## src/rtl/execute_scheduler_pkg.sv

```systemverilog
// -----------------------------------------------------------------------------
// execute_types
//   Shared types and constants for the riscv64 execute-stage scheduler.
//   - XLEN          : default datapath width
//   - op_class_e    : 2-bit issue-op class (ALU / MUL / DIV / reserved)
//   - sched_state_e : scheduler FSM states
// -----------------------------------------------------------------------------
package execute_types;

  localparam int XLEN = 64;

  typedef enum logic [1:0] {
    OP_ALU  = 2'b00,
    OP_MUL  = 2'b01,
    OP_DIV  = 2'b10,
    OP_RSVD = 2'b11
  } op_class_e;

  typedef enum logic [1:0] {
    S_IDLE     = 2'b00,
    S_MUL_WAIT = 2'b01,
    S_DIV_WAIT = 2'b10
  } sched_state_e;

endpackage

```

## src/rtl/execute_scheduler_sat_counter.sv

```systemverilog
// -----------------------------------------------------------------------------
// sat_counter
//   Up-counter that sticks at all-ones instead of wrapping.
//   Ports:
//     clk   - clock, rising edge
//     rst   - asynchronous active-high reset, clears the count
//     inc   - increment request for this cycle
//     count - current count value
// -----------------------------------------------------------------------------
module sat_counter #(
  parameter int W = 32
) (
  input  logic         clk,
  input  logic         rst,
  input  logic         inc,
  output logic [W-1:0] count
);

  logic [W-1:0] count_q;
  logic [W-1:0] count_d;

  always_comb begin
    // NOTE: every always_comb output gets a default first so no path leaves
    // it unassigned, which would otherwise infer a latch.
    count_d = count_q;
    if (inc && (count_q != '1)) begin
      count_d = count_q + 1'b1;
    end
  end

  // NOTE: sequential state uses non-blocking assignments only, so every flop
  // samples the pre-edge values regardless of block ordering.
  always_ff @(posedge clk or posedge rst) begin
    if (rst) begin
      count_q <= '0;
    end else begin
      count_q <= count_d;
    end
  end

  assign count = count_q;

endmodule

```

## src/rtl/execute_scheduler.sv

```systemverilog
// -----------------------------------------------------------------------------
// execute_scheduler
//   Sequencing controller for the riscv64 execute stage. Accepts one issued op
//   per cycle, classifies it (ALU / MUL / DIV / reserved), launches and waits on
//   the multi-cycle units, and registers the selected result into a single
//   output slot drained by the memory stage.
//   Ports:
//     clk, rst            - clock / async active-high reset
//     flush               - pipeline flush; kills in-flight unit, empties slot
//     in_valid/in_ready   - issue handshake; in_class, in_rd, alu_result
//     mul_start/mul_kill  - multiplier launch pulse / abort
//     mul_done/mul_result - multiplier completion pulse and result
//     div_*               - same for the divider
//     out_valid/out_ready - output slot handshake; out_rd, out_data, out_illegal
//     busy                - FSM is waiting on a multi-cycle unit
//     stall_cycles        - saturating count of in_valid & !in_ready cycles
// -----------------------------------------------------------------------------
module execute_scheduler #(
  parameter int XLEN        = execute_types::XLEN,
  parameter int STALL_CNT_W = 32
) (
  input  logic                   clk,
  input  logic                   rst,
  input  logic                   flush,
  input  logic                   in_valid,
  output logic                   in_ready,
  input  logic [1:0]             in_class,
  input  logic [4:0]             in_rd,
  input  logic [XLEN-1:0]        alu_result,
  output logic                   mul_start,
  output logic                   mul_kill,
  input  logic                   mul_done,
  input  logic [XLEN-1:0]        mul_result,
  output logic                   div_start,
  output logic                   div_kill,
  input  logic                   div_done,
  input  logic [XLEN-1:0]        div_result,
  output logic                   out_valid,
  input  logic                   out_ready,
  output logic [4:0]             out_rd,
  output logic [XLEN-1:0]        out_data,
  output logic                   out_illegal,
  output logic                   busy,
  output logic [STALL_CNT_W-1:0] stall_cycles
);

  import execute_types::*;

  sched_state_e    state_q, state_d;
  logic [4:0]      rd_lat_q, rd_lat_d;
  logic            out_valid_q, out_valid_d;
  logic [4:0]      out_rd_q, out_rd_d;
  logic [XLEN-1:0] out_data_q, out_data_d;
  logic            out_illegal_q, out_illegal_d;

  logic            drain;
  logic            accept;
  logic            load;
  logic [4:0]      ld_rd;
  logic [XLEN-1:0] ld_data;
  logic            ld_illegal;
  logic            mul_start_c, mul_kill_c, div_start_c, div_kill_c;

  assign drain    = out_valid_q & out_ready;
  // The slot is free or draining this cycle, so a WAIT state always starts
  // with the slot empty and the unit result can never collide with it.
  assign in_ready = (state_q == S_IDLE) & (~out_valid_q | drain) & ~flush;
  assign accept   = in_valid & in_ready;

  always_comb begin
    state_d     = state_q;
    rd_lat_d    = rd_lat_q;
    load        = 1'b0;
    ld_rd       = '0;
    ld_data     = '0;
    ld_illegal  = 1'b0;
    mul_start_c = 1'b0;
    mul_kill_c  = 1'b0;
    div_start_c = 1'b0;
    div_kill_c  = 1'b0;

    if (flush) begin
      // Flush wins over everything, including a done pulse in the same cycle.
      state_d    = S_IDLE;
      mul_kill_c = (state_q == S_MUL_WAIT);
      div_kill_c = (state_q == S_DIV_WAIT);
    end else begin
      unique case (state_q)
        S_IDLE: begin
          // Done pulses seen here are stale (post-flush) and are dropped.
          if (accept) begin
            unique case (op_class_e'(in_class))
              OP_ALU: begin
                load    = 1'b1;
                ld_rd   = in_rd;
                ld_data = alu_result;
              end
              OP_RSVD: begin
                load       = 1'b1;
                ld_rd      = in_rd;
                ld_illegal = 1'b1;
              end
              OP_MUL: begin
                mul_start_c = 1'b1;
                rd_lat_d    = in_rd;
                state_d     = S_MUL_WAIT;
              end
              OP_DIV: begin
                div_start_c = 1'b1;
                rd_lat_d    = in_rd;
                state_d     = S_DIV_WAIT;
              end
              default: ;
            endcase
          end
        end
        S_MUL_WAIT: begin
          if (mul_done) begin
            load    = 1'b1;
            ld_rd   = rd_lat_q;
            ld_data = mul_result;
            state_d = S_IDLE;
          end
        end
        S_DIV_WAIT: begin
          if (div_done) begin
            load    = 1'b1;
            ld_rd   = rd_lat_q;
            ld_data = div_result;
            state_d = S_IDLE;
          end
        end
        default: state_d = S_IDLE;
      endcase
    end

    // Contents change only on load, so they stay stable under backpressure.
    out_valid_d   = flush ? 1'b0 : (load | (out_valid_q & ~drain));
    out_rd_d      = load ? ld_rd      : out_rd_q;
    out_data_d    = load ? ld_data    : out_data_q;
    out_illegal_d = load ? ld_illegal : out_illegal_q;
  end

  // NOTE: the slot data is cleared on reset because its reset value is
  // architecturally visible on out_rd/out_data, not just a don't-care.
  always_ff @(posedge clk or posedge rst) begin
    if (rst) begin
      state_q       <= S_IDLE;
      rd_lat_q      <= '0;
      out_valid_q   <= 1'b0;
      out_rd_q      <= '0;
      out_data_q    <= '0;
      out_illegal_q <= 1'b0;
    end else begin
      state_q       <= state_d;
      rd_lat_q      <= rd_lat_d;
      out_valid_q   <= out_valid_d;
      out_rd_q      <= out_rd_d;
      out_data_q    <= out_data_d;
      out_illegal_q <= out_illegal_d;
    end
  end

  // Start/kill are combinational; hold them low while reset is asserted so a
  // unit held in reset never sees a launch.
  assign mul_start = mul_start_c & ~rst;
  assign mul_kill  = mul_kill_c  & ~rst;
  assign div_start = div_start_c & ~rst;
  assign div_kill  = div_kill_c  & ~rst;

  assign out_valid   = out_valid_q;
  assign out_rd      = out_rd_q;
  assign out_data    = out_data_q;
  assign out_illegal = out_illegal_q;
  assign busy        = (state_q != S_IDLE);

  sat_counter #(
    .W(STALL_CNT_W)
  ) u_stall_cnt (
    .clk  (clk),
    .rst  (rst),
    .inc  (in_valid & ~in_ready),
    .count(stall_cycles)
  );

endmodule

```

## config.mk

```make
export PLATFORM = sky130hd
export DESIGN_NAME = execute_scheduler
export DESIGN_NICKNAME = d
export VERILOG_FILES = /design/src/rtl/execute_scheduler_pkg.sv /design/src/rtl/execute_scheduler_sat_counter.sv /design/src/rtl/execute_scheduler.sv
export SDC_FILE = /design/constraint.sdc
export NUM_CORES = 1
export LEC_CHECK = 0
export CORE_MARGIN = 4
export CORE_UTILIZATION = 43
export CTS_BUF_LIST = sky130_fd_sc_hd__clkbuf_8
export DETAILED_ROUTE_END_ITERATION = 10
export PLACE_DENSITY = 0.95
export SLEW_MARGIN = 20
export SYNTH_ARGS = -nofsm -noshare
export SYNTH_HDL_FRONTEND = slang
export SYNTH_SLANG_ARGS = --single-unit
```

## constraint.sdc

```tcl
create_clock -name clk -period 7.5 [get_ports clk]
set_input_delay 1.5 -clock clk [delete_from_list [all_inputs] [get_ports clk]]
set_output_delay 1.5 -clock clk [all_outputs]
set_load 0.05 [all_outputs]
```

# Word level (Yosys, flattened, before mapping)
# Index checks and enable logic that the tools add are counted.
# totals
register_bits	110
out_inout_bits	109
elab_cells	82
# classes
n_bitwise	17
n_reduce_logical	8
add_sub_neg	1
muxes	39
eq_ne	10
# op_table
cell	count
64-bit two-way mux	5
64-bit case mux with 3 select lines	1
32-bit by 1-bit adder with 32-bit output, second input constant	1
32-bit inequality test, second input constant	1
5-bit two-way mux	5
1-bit two-way mux	20
5-bit case mux with 3 select lines	1
1-bit AND	10
3-bit inequality test, second input constant	3
2-bit two-way mux	4
4-bit AND reduction	2
2-bit equality test, second input constant	3
2-bit case mux with 3 select lines	1
1-bit inverter	5
2-bit by 1-bit equality test with 1-bit output, second input constant	2
2-bit zero test	2
4-bit by 2-bit inequality test with 1-bit output, second input constant	1
2-bit case mux with 2 select lines	1
2-bit OR reduction	2
1-bit case mux with 3 select lines	1
1-bit bitwise OR	2
2-bit nonzero test	1
1-bit logical AND	1

# Depth between registers and ports, before layout
# Gate-level depths: netlist (run 1).
# depth
depth_word	10
ltp_mapped	9

# Cells and area by module
# Synthesis (run 1) repeated with hierarchy kept, for this count alone.
# hier_totals
cells_unflattened	493
area_unflattened_um2	5660.4
# by_module_without_submodules
mod	seq_area_each_um2	area_each_um2	cells_each	n_inst
execute_scheduler	1951.9	4097.7	350	1
sat_counter	800.8	1562.7	143	1

# Worst setup path after synthesis (run 1)
# No wires, ideal clock.
# synth_path
path_kind	input -> output
from	in flush
to	out div_start
cell_stages	4
setup_slack_ns	2.523
arrival_time_ns	3.477
path_cell_list	or3_4 > nor2_4 > nand2_1 > nor3b_1
# synth_between
elab_chain_cells	7
# synth_rtl
element	line_no	rtl
from (decl)	execute_scheduler.sv:24	input logic flush,
1-bit inverter (no source line)	-	
1-bit AND	execute_scheduler.sv:67	assign in_ready = (state_q == S_IDLE) & (~out_valid_q | drain) & ~flush;
named net in_ready	execute_scheduler.sv:26	output logic in_ready,
1-bit AND	execute_scheduler.sv:68	assign accept = in_valid & in_ready;
1-bit two-way mux	execute_scheduler.sv:91	if (accept) begin
1-bit two-way mux	execute_scheduler.sv:88	unique case (state_q)
1-bit two-way mux	execute_scheduler.sv:82	if (flush) begin
1-bit AND	execute_scheduler.sv:168	assign div_start = div_start_c & ~rst;
to (decl)	execute_scheduler.sv:34	output logic div_start,
# The timed path passes the listed nets, and every way through them passes these cells.

# Worst setup path after layout (run 1)
# layout_path
from	in flush
to	out mul_start
# layout_between
elab_chain_cells	7
# layout_rtl
element	line_no	rtl
1-bit inverter (no source line)	-	
1-bit AND	execute_scheduler.sv:67	
1-bit AND	execute_scheduler.sv:68	
1-bit two-way mux	execute_scheduler.sv:91	
1-bit two-way mux	execute_scheduler.sv:88	
1-bit two-way mux (*)	execute_scheduler.sv:82	
1-bit AND (*)	execute_scheduler.sv:166	assign mul_start = mul_start_c & ~rst;
to (decl)	execute_scheduler.sv:30	output logic mul_start,
# Every way passes the cells marked *; elsewhere a longest branch is shown, timed or not.

==> results of run 1 <==
per-stage QoR:
stage | cell area, um2 | setup WS, ns
5_1_grt | 8910 | 2.19
3_5_place_dp | 8690 | 2.29
2_1_floorplan | 5570 | 2.52
3_3_place_gp | 8690 | 2.35
4_1_cts | 8910 | 2.29
6_report | 8910 | 2.30
cell usage after synthesis, drive strengths merged, types with 2 or more instances:
| library cell | instances |
|---|---|
| nand4 | 11 |
| clkbuf | 16 |
| ha | 5 |
| or2 | 2 |
| nor4bb | 2 |
| and3b | 2 |
| inv | 6 |
| nand3 | 18 |
| a222oi | 64 |
| buf | 24 |
| or3 | 2 |
| nor2 | 12 |
| mux2 | 7 |
| o21ai | 73 |
| nor3 | 10 |
| nor4 | 8 |
| a2111oi | 2 |
| and4 | 5 |
| xnor2 | 10 |
| dfrtp | 110 |
| and2 | 2 |
| a21oi | 3 |
| and3 | 6 |
| nand2 | 84 |
| xor2 | 19 |
| nor3b | 2 |
| a22oi | 5 |
per-layer routing:
metal / vias up / track usage (%) / part of all wire [%]
met5: - / 0 / 0.066
met4: 2 / 7.28 / 2.5
met3: 35 / 7.06 / 10
met2: 302 / 44.7 / 50
met1: 2721 / 30.1 / 37
li1: 2567 / - / -
cells in the final DEF, fill, tap and decap left out, types with 3 or more instances in the layout:
cell / instances
a22oi_1: 5
mux2_2: 6
a222oi_1: 64
clkdlybuf4s50_1: 314
and3_1: 5
a21oi_1: 3
ha_1: 5
inv_1: 6
bufinv_16: 3
nor3_1: 9
xor2_1: 19
buf_4: 4
nand3_1: 17
nand4_1: 11
o21ai_2: 19
xnor2_1: 10
o21ai_1: 52
and4_1: 5
nor4_1: 4
clkbuf_8: 9
dfrtp_1: 110
nand2_1: 84
nor2_1: 11
flip-flops by register name (all words and copies together), names as in the netlist:
| name | count |
|---|---|
| u_stall_cnt.count | 32 |
| out_rd | 5 |
| out_valid | 1 |
| rd_lat_q | 5 |
| state_q | 2 |
| out_data | 64 |
| out_illegal | 1 |
area by class of cell:
cell class,count,share of cell area [%]
clock buffer,9,1.39
clock inverter,5,1.14
inverter,6,0.281
multi-input combinational,361,28.2
sequential,110,30.9
tap,172,2.41
timing repair buffer,319,35.7
cells by family after synthesis:
family | Yosys count | share of synthesized area (%)
XOR/XNOR | 29 | 4.56
AO/OA/AOI/OAI | 150 | 21.7
adder cells (fa/ha/maj) | 5 | 1.12
AND/OR/NAND/NOR | 170 | 16.2
multiplexers | 7 | 1.48
flip-flops | 110 | 49.4
buffers and inverters | 46 | 5.57
worst max path at each step:
stage,to,slack [ns],cells past startpoint,startpoint
after global placement,mul_start,2.35,6,flush
final,mul_start,2.30,6,flush
after detailed placement,mul_start,2.29,6,flush
after floorplan,div_start,2.52,4,flush
after CTS,mul_start,2.29,6,flush
after global routing,div_start,2.19,6,flush
where the power goes:
group	switching [mW]	internal (mW)
registers	0.0462	0.645
logic	0.288	0.219
clock network	0.187	0.217
total	0.521	1.08
worst max-delay path: stages:
cell             delay, ns
clkdlybuf4s50_1       0.52
or3_4                 0.42
nor2_4                0.15
nand2_1               0.09
nor3b_1               0.20
clkdlybuf4s50_1       0.83
==> flow_summary_export.csv, run 1 <==
group,metric,value,unit
outcome,outcome,"finished clean",
clock_tree,cts.clk_slew.worst_paths,0.10,ns
run,drv_cap,0,
critical_path,worstReg2RegEnd,"out_data[15]",
placed_design,numPortBuffers,314,
clock_tree,cts.hold.buffers_added,0,
sta,rsz0062_at_grt,"false",
logic_synthesis,postSynthCellCount,517,
drt,detailed_route_via_count,5627,
sta,setup_violations,0,
sta,final.min_clock_period,5.20,ns
sta,worstMarginPinSlew,1.03,ns
grt,grt_max_degree,123,
logic_synthesis,synth_ff_type,"dfrtp_1",
grt,antenna_violations_before_repair,1,
critical_path,required,6.00,ns
die,fp.coreArea,0.0127,mm2
logic_synthesis,synth_sequential_area_ratio,49.4,%
clock_tree,numClockSinks,110,
sta,portion_of_the_clock_cycle_consumed_by_the_worst_path_in_the_final_layout,69.4,%
grt,global_route.usage.total,25.3,%
drt,avgViaCountPerCell,5.73,
die,die_x,122,um
drt,route.antenna.remaining_nets,0,
drt,drt_iter0_markers,780,
clock_tree,cts_buffers,9,
cells_and_area,diodes,0,
power,p_leak,3.55,nW
critical_path,crit_path_end_kind,"output port",
logic_synthesis,syn_area_cell,10.8,um2
sta,hold-worst-slack,0.488,ns
cells_and_area,fin_util,70.4,%
placed_design,hpwlAfterDp,15400,um
critical_path,r2r_start,"state_q[1]",
clock_tree,cts_tree,"built",
critical_path,critical_path_peak_fanout,8,
logic_synthesis,netlist_area,0.00557,mm2
clock_tree,postCtsSetupBuffers,0,
logic_synthesis,netlist-cell-type-count,48,
cells_and_area,syn_to_final_growth,60.0,%
worst_hold_path,worstHoldEndpoint,"out_data[57]",
power,irDropWorstVdd,0.224,mV
sta,setup_tns,0,ns
die,io_pins,315,
worst_hold_path,hold_path_startpoint,"out_data[57]",
die,start_util,44.0,%
logic_synthesis,synthArstFlopShare,100,%
cells_and_area,proportion_of_layout_cells_with_a_drive_suffix_above_1,7.65,%
critical_path,cp_data_arrival_time,3.70,ns
cells_and_area,stdcell_count,982,
cells_and_area,filler_cells,939,
sta,maxClockFrequency,192,MHz
logic_synthesis,yosysWarnings,0,
worst_hold_path,hold_path_class,"flip-flop to flip-flop",
drt,drc,0,
sta,timing.final.max_slew_violations,0,
die,chipHeight,122,um
sta,timing.clock.skew,0.00765,ns
grt,grt_pass1_vias,5560,
placed_design,gpl.final_weighted_congestion,0.899,
logic_synthesis,synth_top_cell_by_area,"dfrtp_1",
worst_hold_path,worstHoldPathCells,2,
clock_tree,clock_tree.buffer_depth,2,
placed_design,post-place-cells,968,
critical_path,reg2reg_slack,4.56,ns
logic_synthesis,synth_edf_count,0,
critical_path,timing.reg2reg.worst_path_depth,5,
clock_tree,clock-root-buffer,"clkbuf_8",
logic_synthesis,post-synth-top-area-fraction,49.4,%
logic_synthesis,synth_area_leaders,"dfrtp_1 49%, a222oi_1 11%, nand2_1 5.7%",
die,floorplan.rows,41,
grt,grt.overflow.total,0,
clock_tree,cts_resized,0,
power,fin_total_pwr,1.60,mW
drt,routedWlPerCell,20.2,um
drt,drt_pre_antenna_iters,10,
sta,report.final.hold_viol_count,0,
clock_tree,clock_latency,0.35,ns
power,power_per_cell_area,180,mW/mm2
critical_path,path_class,"input port to output port",
cells_and_area,final-seq-area,0.00275,mm2
grt,grt_first_pass_wirelength,29600,um
die,dieArea,0.0148,mm2
cells_and_area,num-nets-final,1018,
critical_path,startpoint_type,"input port",
sta,tightest_slew_margin_relative_to_the_limit,30.7,%
logic_synthesis,syn-num-nets,728,
logic_synthesis,ys_ff_latch,110,
cells_and_area,multi_input_comb_area,0.00251,mm2
clock_tree,clock_tree.htree_level_count,3,
drt,totalWireLength,19800,um
Power figures use the tool's default switching activity.
==> run 2: changes to the inputs <==
CORE_UTILIZATION = 40   (was 43)
PLACE_DENSITY = 0.89   (was 0.95)
clock period = 5.3 ns   (was 7.5 ns; I/O delays follow)
==> run 2 against run 1 <==
  * Routed wire length fell by 0.53%
  * Non-clock buffer count rose by 1
  * Via count fell by 2.1%
  * The run now ends with DRC left
==> flow_summary_export.csv, run 2 (synthesized netlist as in run 1, its figures left out) <==
group,metric,value,unit
outcome,outcome,"finished with violations",
outcome,violations,"DRC",
clock_tree,postCtsSetupBuffers,0,
grt,grt.overflow.total,0,
sta,final.min_clock_period,4.34,ns
drt,avgViaCountPerCell,5.57,
cells_and_area,diodes,0,
grt,global_route.usage.total,23.4,%
clock_tree,numClockSinks,110,
cells_and_area,most_common_library_cell_in_the_layout_ignoring_fill_and_taps,"clkdlybuf4s50_1",
critical_path,timing.reg2reg.worst_path_depth,6,
drt,routedWlPerCell,19.9,um
drt,drt_iter0_markers,654,
clock_tree,cts_buffers,9,
grt,antenna_violations_before_repair,0,
clock_tree,cts.hold.buffers_added,0,
critical_path,startpoint_type,"input port",
clock_tree,cts_tree,"built",
sta,setup_tns,0,ns
critical_path,critical_path.cell_chain,"clkdlybuf4s50_1, or3_4, nor2_4, nand2_1, nor3b_1, clkdlybuf4s50_1",
drt,drc,1,
clock_tree,clock_tree.htree_level_count,3,
worst_hold_path,worstHoldPathCells,2,
drt,detailed_route_via_count,5511,
critical_path,timing.critical_path.slowest_cell_delay,0.83,ns
clock_tree,cts.clk_slew.worst_paths,0.10,ns
critical_path,critical_path_peak_fanout,8,
power,power_per_cell_area,249,mW/mm2
worst_hold_path,hold_path_class,"flip-flop to flip-flop",
cells_and_area,fin_area,0.00891,mm2
critical_path,worstReg2RegEnd,"out_data[37]",
critical_path,reg2reg_slack,2.57,ns
sta,timing.final.max_slew_violations,0,
die,chipHeight,126,um
cells_and_area,filler_cells,1105,
die,dieArea,0.0159,mm2
placed_design,dpl_worst_slack,0.986,ns
placed_design,placedInstanceArea,0.00870,mm2
critical_path,r2r_start,"state_q[1]",
sta,portion_of_the_clock_cycle_consumed_by_the_worst_path_in_the_final_layout,81.9,%
clock_tree,cts_resized,0,
critical_path,crit_path_end_kind,"output port",
critical_path,critical_path.slowest_cell,"clkdlybuf4s50_1",
die,io_pins,315,
sta,timing.clock.skew,0.0103,ns
power,irDropWorstVdd,0.368,mV
sta,timing.final.ws_setup,0.960,ns
sta,tightest_slew_margin_relative_to_the_limit,29.5,%
clock_tree,clock_latency,0.38,ns
cells_and_area,largest_register_ff_count,64,
cells_and_area,stdcell_count,989,
placed_design,hpwlAfterDp,15000,um
placed_design,numPortBuffers,314,
grt,grt_pass1_vias,5453,
power,p_leak,3.54,nW
die,floorplan.rows,42,
drt,route.antenna.remaining_nets,0,
sta,worstMarginPinSlew,1.05,ns
critical_path,required,4.24,ns
grt,grt_first_pass_wirelength,29900,um
clock_tree,clock-root-buffer,"clkbuf_8",
critical_path,path_class,"input port to output port",
cells_and_area,num-nets-final,1019,
die,die_x,126,um
placed_design,gpl.final_weighted_congestion,0.827,
run,drv_cap,0,
cells_and_area,syn_to_final_growth,59.9,%
sta,maxClockFrequency,230,MHz
worst_hold_path,hold_path_startpoint,"out_rd[1]",
cells_and_area,fin_util,66.2,%
sta,setup_violations,0,
drt,drt_pre_antenna_iters,11,
placed_design,post-place-cells,973,
worst_hold_path,worstHoldEndpoint,"out_rd[1]",
die,fp.coreArea,0.0135,mm2
die,start_util,41.4,%
grt,grt_max_degree,84,
sta,rsz0062_at_grt,"false",
critical_path,cp_data_arrival_time,3.28,ns
cells_and_area,proportion_of_layout_cells_with_a_drive_suffix_above_1,8.12,%
sta,report.final.hold_viol_count,0,
drt,totalWireLength,19700,um
cells_and_area,final_cell_mix,"314 x clkdlybuf4s50_1, 110 x dfrtp_1, 84 x nand2_1",
critical_path,path_common_cell,"clkdlybuf4s50_1",
clock_tree,clock_tree.buffer_depth,2,
## run 2: cell count changes in the layout (fill, tap and decap cells not counted)
cell	change
inv_6	+3
inv_4	-1
inv_1	-1
buf_6	-1
buf_4	+2
bufinv_16	-2
clkinv_4	+1
clkbuf_8	+1
clkinv_2	+1
## run 2: worst max-delay path by stage
stage	start	endpoint	slack [ns]	cells past startpoint
after floorplan	flush	div_start	1.20	4
after global placement	flush	div_start	1.03	6
after detailed placement	flush	div_start	0.99	6
after CTS	flush	div_start	0.96	6
after global routing	flush	div_start	0.86	6
final	flush	div_start	0.96	6
## run 2: cell type report
type	instances	area, um2	share of cell area (%)
Inverter	6	27.5	0.309
Clock inverter	6	68.8	0.773
Sequential cell	110	2750	30.9
Tap cell	176	220	2.47
Clock buffer	10	138	1.55
Timing Repair Buffer	320	3190	35.8
Multi-Input combinational cell	361	2510	28.2
## run 2: routing by layer
metal	global-route usage [%]	vias up	wire length, um
li1	-	2578	-
met3	6.05	40	1690
met1	28.0	2633	7490
met4	8.45	0	547
met2	40.7	260	9970
met5	0	-	0
## run 2: per-stage QoR
stage,total power [mW],hold slack (ns)
6_report,2.22,0.484
3_3_place_gp,1.69,0.460
2_1_floorplan,1.37,0.480
5_1_grt,2.31,0.508
4_1_cts,2.24,0.489
3_5_place_dp,1.71,0.465
## run 2: worst max-delay path, delay by kind of cell
family	cells	cell delay, ns
and+or+nand+nor	4	0.85
buffers and inverters	2	1.36
## run 2: where the power goes
group	total (mW)	leakage, nW	internal, mW	switching, mW
clock	0.531	0.103	0.235	0.296
combinational	0.713	1.93	0.309	0.404
sequential	0.977	1.50	0.913	0.0643
total	2.22	3.54	1.46	0.764
==> run 3: changes to the inputs <==
clock period = 4.1 ns   (was 5.3 ns; I/O delays follow)
==> run 3 against run 2 <==
  * The flow now finishes without violations
  * Routed wire length is 2.3% lower
  * Die area stayed put
  * Register-to-register slack worse by 0.89 ns
  * Via count is 0.89% lower
  * First-iteration DRC count is 19% lower
  * Largest cell class unchanged
==> flow_summary_export.csv, run 3 (synthesized netlist as in run 1, its figures left out) <==
group,metric,value,unit
outcome,outcome,"finished clean",
critical_path,startpoint_type,"input port",
die,chipHeight,126,um
sta,maxClockFrequency,280,MHz
placed_design,hpwlAfterDp,14700,um
grt,grt_pass1_vias,5432,
clock_tree,cts_tree,"built",
cells_and_area,num-nets-final,1019,
cells_and_area,most_common_library_cell_in_the_layout_ignoring_fill_and_taps,"clkdlybuf4s50_1",
worst_hold_path,hold_path_class,"flip-flop to flip-flop",
cells_and_area,filler_cells,1080,
grt,grt_first_pass_wirelength,29200,um
critical_path,reg2reg_slack,1.68,ns
cells_and_area,largest_register_ff_count,64,
sta,timing.clock.skew,0.0108,ns
power,fin_total_pwr,2.85,mW
critical_path,required,3.28,ns
drt,totalWireLength,19300,um
cells_and_area,proportion_of_layout_cells_with_a_drive_suffix_above_1,8.36,%
power,irDropWorstVdd,0.527,mV
clock_tree,cts.clk_slew.worst_paths,0.11,ns
clock_tree,cts_buffers,9,
die,die_x,126,um
power,p_leak,3.56,nW
clock_tree,numClockSinks,110,
clock_tree,cts.hold.buffers_added,0,
drt,drc,0,
die,io_pins,315,
clock_tree,clock_latency,0.39,ns
sta,timing.final.ws_setup,0.535,ns
clock_tree,clock_tree.htree_level_count,3,
cells_and_area,final_cell_mix,"312 x clkdlybuf4s50_1, 110 x dfrtp_1, 84 x nand2_1",
sta,worstMarginPinSlew,0.718,ns
worst_hold_path,worstHoldPathCells,2,
worst_hold_path,hold_path_startpoint,"out_data[55]",
clock_tree,cts_resized,0,
die,fp.coreArea,0.0135,mm2
drt,route.antenna.remaining_nets,0,
clock_tree,postCtsSetupBuffers,0,
placed_design,dpl_worst_slack,0.543,ns
run,drv_cap,0,
critical_path,cp_data_arrival_time,2.75,ns
clock_tree,clock-root-buffer,"clkbuf_8",
worst_hold_path,worstHoldEndpoint,"out_data[55]",
sta,portion_of_the_clock_cycle_consumed_by_the_worst_path_in_the_final_layout,87.0,%
critical_path,r2r_start,"state_q[1]",
power,power_per_cell_area,320,mW/mm2
cells_and_area,syn_to_final_growth,60.1,%
sta,report.final.hold_viol_count,0,
sta,timing.final.max_slew_violations,0,
critical_path,critical_path_peak_fanout,8,
grt,grt_max_degree,141,
critical_path,path_class,"input port to output port",
cells_and_area,stdcell_count,989,
drt,detailed_route_via_count,5462,
cells_and_area,diodes,0,
critical_path,timing.critical_path.slowest_cell_delay,0.83,ns
sta,rsz0062_at_grt,"false",
critical_path,path_common_cell,"clkdlybuf4s50_1",
grt,grt.overflow.total,0,
placed_design,post-place-cells,973,
sta,setup_tns,0,ns
die,dieArea,0.0159,mm2
placed_design,gpl.final_weighted_congestion,0.839,
drt,drt_iter0_markers,533,
die,start_util,41.4,%
sta,setup_violations,0,
critical_path,worstReg2RegEnd,"out_data[26]",
placed_design,numPortBuffers,314,
clock_tree,clock_tree.buffer_depth,2,
drt,routedWlPerCell,19.5,um
critical_path,crit_path_end_kind,"output port",
die,floorplan.rows,42,
drt,avgViaCountPerCell,5.52,
critical_path,timing.reg2reg.worst_path_depth,6,
grt,antenna_violations_before_repair,0,
sta,final.min_clock_period,3.57,ns
critical_path,critical_path.slowest_cell,"clkdlybuf4s50_1",
sta,tightest_slew_margin_relative_to_the_limit,52.1,%
grt,global_route.usage.total,22.9,%
drt,drt_pre_antenna_iters,9,
critical_path,critical_path.cell_chain,"clkdlybuf4s50_1, or3_4, nor2_4, clkdlybuf4s50_1",
cells_and_area,fin_util,66.3,%
## run 3: how the worst max path moves through the flow
stage | startpoint | cells after the start | slack (ns) | endpoint
2_1_floorplan | rst | 1 | 0.38 | out_data[0]
3_3_place_gp | flush | 4 | 0.57 | in_ready
3_5_place_dp | flush | 4 | 0.54 | in_ready
4_1_cts | flush | 4 | 0.54 | in_ready
5_1_grt | flush | 4 | 0.47 | in_ready
6_report | flush | 4 | 0.53 | in_ready
## run 3: stage by stage
stage / instance area [um2] / hold WS [ns]
after global routing: 8920 / 0.504
after CTS: 8920 / 0.490
after floorplan: 5570 / 0.480
after global placement: 8720 / 0.459
after detailed placement: 8720 / 0.464
final: 8920 / 0.486
## run 3: cell type report
cell class                      instances  area, um2  area share (%)
Inverter                                6       25.0           0.281
Timing Repair Buffer                  320       3210            36.0
Multi-Input combinational cell        361       2510            28.2
Clock inverter                          6       62.6           0.701
Tap cell                              176        220            2.47
Sequential cell                       110       2750            30.9
Clock buffer                           10        138            1.54
## run 3: per-layer routing
metal  part of all wire, %  up-vias  GRT usage [%]  wire length [um]
met2                    50      251           38.1              9530
met1                    39     2589           28.1              7410
met3                   8.8       42           6.56              1700
met5                     0        -              0                 0
li1                      -     2580              -                 -
met4                   3.1        0           9.40               606
## run 3: critical path: cells and delay by family
| family | cells | cell delay, ns |
|---|---|---|
| buffers and inverters | 2 | 1.35 |
| AND/OR/NAND/NOR | 2 | 0.57 |
## run 3: where the power goes
part / total (mW) / internal, mW / switching [mW]
Clock: 0.665 / 0.255 / 0.410
Sequential: 1.26 / 1.18 / 0.0814
Combinational: 0.924 / 0.403 / 0.521
Total: 2.85 / 1.84 / 1.01
